[src/rtl/reduce_hybrid_feeder.sv]
// Packs LANES serial words into one vector per handshake, numbers vectors within a
// CYCLES-long frame and marks the last one; FLUSH closes a partial vector/frame with PAD.
module reduce_hybrid_feeder #(
    parameter int               WIDTH  = 16,
    parameter int               LANES  = 2,
    parameter int               CYCLES = 2,
    parameter logic [WIDTH-1:0] PAD    = '0
) (
    input  logic                     CLK,
    input  logic                     RESETN,
    input  logic [WIDTH-1:0]         I,
    input  logic                     IV,
    output logic                     IR,
    input  logic                     FLUSH,
    output logic                     FACK,
    output logic [LANES*WIDTH-1:0]   O,
    output logic                     OV,
    input  logic                     OR,
    output logic                     OL
);

    localparam int LANE_W = (LANES > 1) ? $clog2(LANES) : 1;
    localparam int VEC_W  = (CYCLES > 1) ? $clog2(CYCLES) : 1;
    localparam int BUF_N  = (LANES > 1) ? LANES - 1 : 1;
    localparam logic [LANE_W-1:0] LANE_LAST = LANE_W'(LANES - 1);
    localparam logic [VEC_W-1:0]  VEC_LAST  = VEC_W'(CYCLES - 1);

    logic [LANE_W-1:0]        lane_idx;
    logic [VEC_W-1:0]         vec_idx;
    logic [WIDTH-1:0]         fill [BUF_N];
    logic                     slot_free;
    logic                     accept;
    logic                     full;
    logic                     flush_take;
    logic                     partial;
    logic                     load;
    logic                     load_last;
    logic [LANES*WIDTH-1:0]   vec_next;

    assign slot_free  = !OV || OR;
    assign IR         = RESETN && !(lane_idx == LANE_LAST && !slot_free);
    assign accept     = IV && IR;
    assign full       = accept && (lane_idx == LANE_LAST);
    assign flush_take = RESETN && FLUSH && slot_free;
    assign FACK       = flush_take;
    assign partial    = (lane_idx != '0) || accept;
    // An empty flush still emits an all-PAD vector if a frame is open, so OL terminates it.
    assign load       = full || (flush_take && (partial || vec_idx != '0));
    assign load_last  = flush_take || (vec_idx == VEC_LAST);

    always_comb begin
        vec_next = {LANES{PAD}};
        for (int k = 0; k < LANES - 1; k++) begin
            if (LANE_W'(k) < lane_idx) begin
                vec_next[k*WIDTH +: WIDTH] = fill[k];
            end else if (LANE_W'(k) == lane_idx && accept) begin
                vec_next[k*WIDTH +: WIDTH] = I;
            end
        end
        if (full) begin
            vec_next[(LANES-1)*WIDTH +: WIDTH] = I;
        end
    end

    always_ff @(posedge CLK) begin
        if (!RESETN) begin
            OV       <= 1'b0;
            OL       <= 1'b0;
            O        <= '0;
            lane_idx <= '0;
            vec_idx  <= '0;
            for (int k = 0; k < BUF_N; k++) begin
                fill[k] <= PAD;
            end
        end else begin
            if (load) begin
                O  <= vec_next;
                OL <= load_last;
                OV <= 1'b1;
            end else if (OR) begin
                OV <= 1'b0;
            end

            if (full || flush_take) begin
                lane_idx <= '0;
                for (int k = 0; k < BUF_N; k++) begin
                    fill[k] <= PAD;
                end
            end else if (accept) begin
                lane_idx <= lane_idx + 1'b1;
                for (int k = 0; k < BUF_N; k++) begin
                    if (LANE_W'(k) == lane_idx) begin
                        fill[k] <= I;
                    end
                end
            end

            if (load) begin
                vec_idx <= (flush_take || vec_idx == VEC_LAST) ? '0 : vec_idx + 1'b1;
            end
        end
    end

endmodule

[config.mk]
export PLATFORM = sky130hd
export DESIGN_NAME = reduce_hybrid_feeder
export DESIGN_NICKNAME = d
export VERILOG_FILES = /design/src/rtl/reduce_hybrid_feeder.sv
export SDC_FILE = /design/constraint.sdc
export NUM_CORES = 1
export LEC_CHECK = 0
export CAP_MARGIN = 20
export CELL_PAD_IN_SITES_DETAIL_PLACEMENT = 0
export CELL_PAD_IN_SITES_GLOBAL_PLACEMENT = 2
export CORE_UTILIZATION = 30
export DETAILED_ROUTE_END_ITERATION = 6
export MAX_ROUTING_LAYER = met4
export PLACE_DENSITY_LB_ADDON = 0.1
export SLEW_MARGIN = 20
export SYNTH_ARGS = -nofsm -noshare
export SYNTH_HDL_FRONTEND = slang
export SYNTH_SLANG_ARGS = --single-unit
[constraint.sdc]
create_clock -name CLK -period 2.1 [get_ports CLK]
set_input_delay 0.63 -clock CLK [delete_from_list [all_inputs] [get_ports CLK]]
set_output_delay 0.63 -clock CLK [all_outputs]
set_load 0.05 [all_outputs]
==> qor.txt <==
DP Cell Count: 342
Design Power: 0.00197 W
CP required: 1470 ps
Ant. Diodes: 0
FF+latch count, synth: 52
Post-synth ARST share: 0
DRT antenna net count: 0
Flop pwr share: 0.553
Logic pwr share: 0.152
Int Power: 0.00146 W
Rel. slew slack: 0.555
EDFF count, synth: 16
# hold bufs at CTS: 0
Final cell utilization of the core: 0.429
GRT Overall Usage: 0.153
DIE WIDTH: 86.4 um
Initial drt markers: 96
CP Capture Type: primary output
Share of the synthesized area in the top cell type: 0.337
DRC viols: 0
Row count: 30
Syn Nets: 210
Slew Viols, Final: 0
Outcome: finished, final reports clean
Setup bufs post-CTS: 0
Max-Cap Viols: 0
Power per Cell Area: 672 nW/um2
Final min period: 2020 ps
Die H: 86.4 um
Boundary Pins: 57
Initial DRT Pass Iterations: 4
Post-CTS sizing: 7
Syn. warnings: 0
DIE AREA: 7470 um2
Layout cell share with drive strength beyond 1: 0.272
Core area: 6830 um2
Pin count of the biggest net entering global routing: 21
Top post-synthesis cells by area: dfxtp_1 (34%), edfxtp_1 (22%), and2_1 (9.7%), a32o_1 (7.5%), mux2i_1 (7.5%)
First-pass GRT wire length: 8.41 mm
Unique masters post-synth: 27
Clock network power share: 0.294
Post-DP HPWL: 3.66 mm
Worst IR Drop VDD: 0.241 mV
RePlAce Congestion: 0.758
Sinks on Clock Net: 52
Reg2Reg Launch Point: lane_idx
Sequential area share after synthesis: 0.562
Setup ws final: 79.5 ps
Layout area overhead: 37.1%
Avg WL per Cell: 14.8 um
Pre-CTS setup slack: -322 ps
Most area-hungry cell type in the Yosys netlist: dfxtp_1
Cts bufs inserted: 5
Initial antenna violation count: 0
Leakage: 1.26 nW
Hold Crit Class: reg2reg
Primary FF master, synth: dfxtp_1
H-tree depth: 2
Via density: 4.73
Layout Skew: 3.49 ps
Most common cell in the netlist: dfxtp_1
Clock root cell: clkbuf_8
Final period util: 0.962
Worst setup SP type: input pin
Syn Std Cell Area: 2140 um2
Skew-Pair Late Insertion Delay: 300 ps
CTS tree: done
Top post-synthesis cells by count: dfxtp_1 (36), and2_1 (33)
Final Non-Filler Cells: 350
Initial core utilization: 0.313
CP Max Fanout: 5
Min-Delay Startpoint: OL
CTS Buffer Depth: 2
Input/output buffers: 56
Total grt overflow: 0
Final net count: 274
Critical path launch point: RESETN
Switching Fraction: 0.258
Final Hold Fails: 0
Setup-failing EPs final: 0
Vias in the first global route: 1696
NetSw: 0.000508 W
Setup TNS: 0 ps
Max Freq: 495 MHz
Final WL: 5.17 mm
Gate Count Post-Synth: 189
Worst-Margin Slew: 665 ps
RSZ-0062 raised after global routing: false
Vias: 1656
Crit path DAT: 1390 ps
Clock slew at reported path FFs: 90 ps
Fillers: 681
Critical path class: in2out
Mean post-synth cell area: 11.3 um2
[critical path, stage by stage]
cell and delay (ps):
dlygate4sd2_1 340, inv_2 80, a21oi_2 180, buf_12 160
[power groups by stage]
stage          combinational, W  clock, W  sequential (W)
6_report               0.000300  0.000580         0.00109
5_1_grt                0.000320  0.000663         0.00110
4_1_cts                0.000303  0.000617         0.00109
3_5_place_dp           0.000301         0         0.00111
3_3_place_gp           0.000298         0         0.00111
2_1_floorplan          0.000108         0         0.00117
[registers in the layout (all words and copies together) (netlist names)]
name and count:
OL 1, OV 1, O 32, vec_idx 1, lane_idx 1, fill 16
[through the flow]
stage,instance area [um2],hold slack [ps]
2_1_floorplan,2140,464
3_3_place_gp,2820,445
3_5_place_dp,2820,445
4_1_cts,2930,459
5_1_grt,2930,479
6_report,2930,450
[path summary, 6_finish.rpt]
check,depth (start not counted),slack (ps),end
min,2,450,OL
max,4,80,IR
min reg2reg,2,450,OL
max reg2reg,4,470,vec_idx
[cell usage in the layout (no fill, tap or decap), drive strengths merged, types with 2 or more instances in the layout]
cell type and count:
buf 53, dfxtp 36, and2 33, clkdlybuf4s50 17
nand2 17, a31oi 16, mux2i 16, a32o 16
edfxtp 16, clkbuf 6, a21oi 4, nor2 3
dlygate4sd2 3, inv 3, clkinv 2, nand2b 2
a211oi 2
[metal layers]
metal / routed length [um] / up-vias / share of wire / GRT usage
met5: 0 / - / 0 / -
li1: - / 814 / - / -
met3: 210 / 2 / 0.041 / 0.0333
met4: 24 / 0 / 0.0046 / 0.0409
met1: 2630 / 795 / 0.51 / 0.208
met2: 2300 / 45 / 0.45 / 0.230
[cell type report]
type | count | area [um2] | share of cell area
Tap cell | 96 | 120 | 0.0410
Inverter | 3 | 11.3 | 0.00384
Sequential cell | 52 | 1200 | 0.410
Multi-Input combinational cell | 118 | 862 | 0.294
Clock buffer | 6 | 82.6 | 0.0282
Clock inverter | 2 | 10.0 | 0.00341
Timing Repair Buffer | 73 | 644 | 0.220
[cells by family (layout without fill, tap and decap cells)]
group	after synthesis	after routing	share of synthesized area
and+or+nand+nor	59	59	0.155
DFF	52	52	0.562
AOI/OAI and AO/OA	43	43	0.159
buffers and inverters	19	84	0.0492
muxes	16	16	0.0749
No activity file was read; power rests on OpenSTA's default activity.
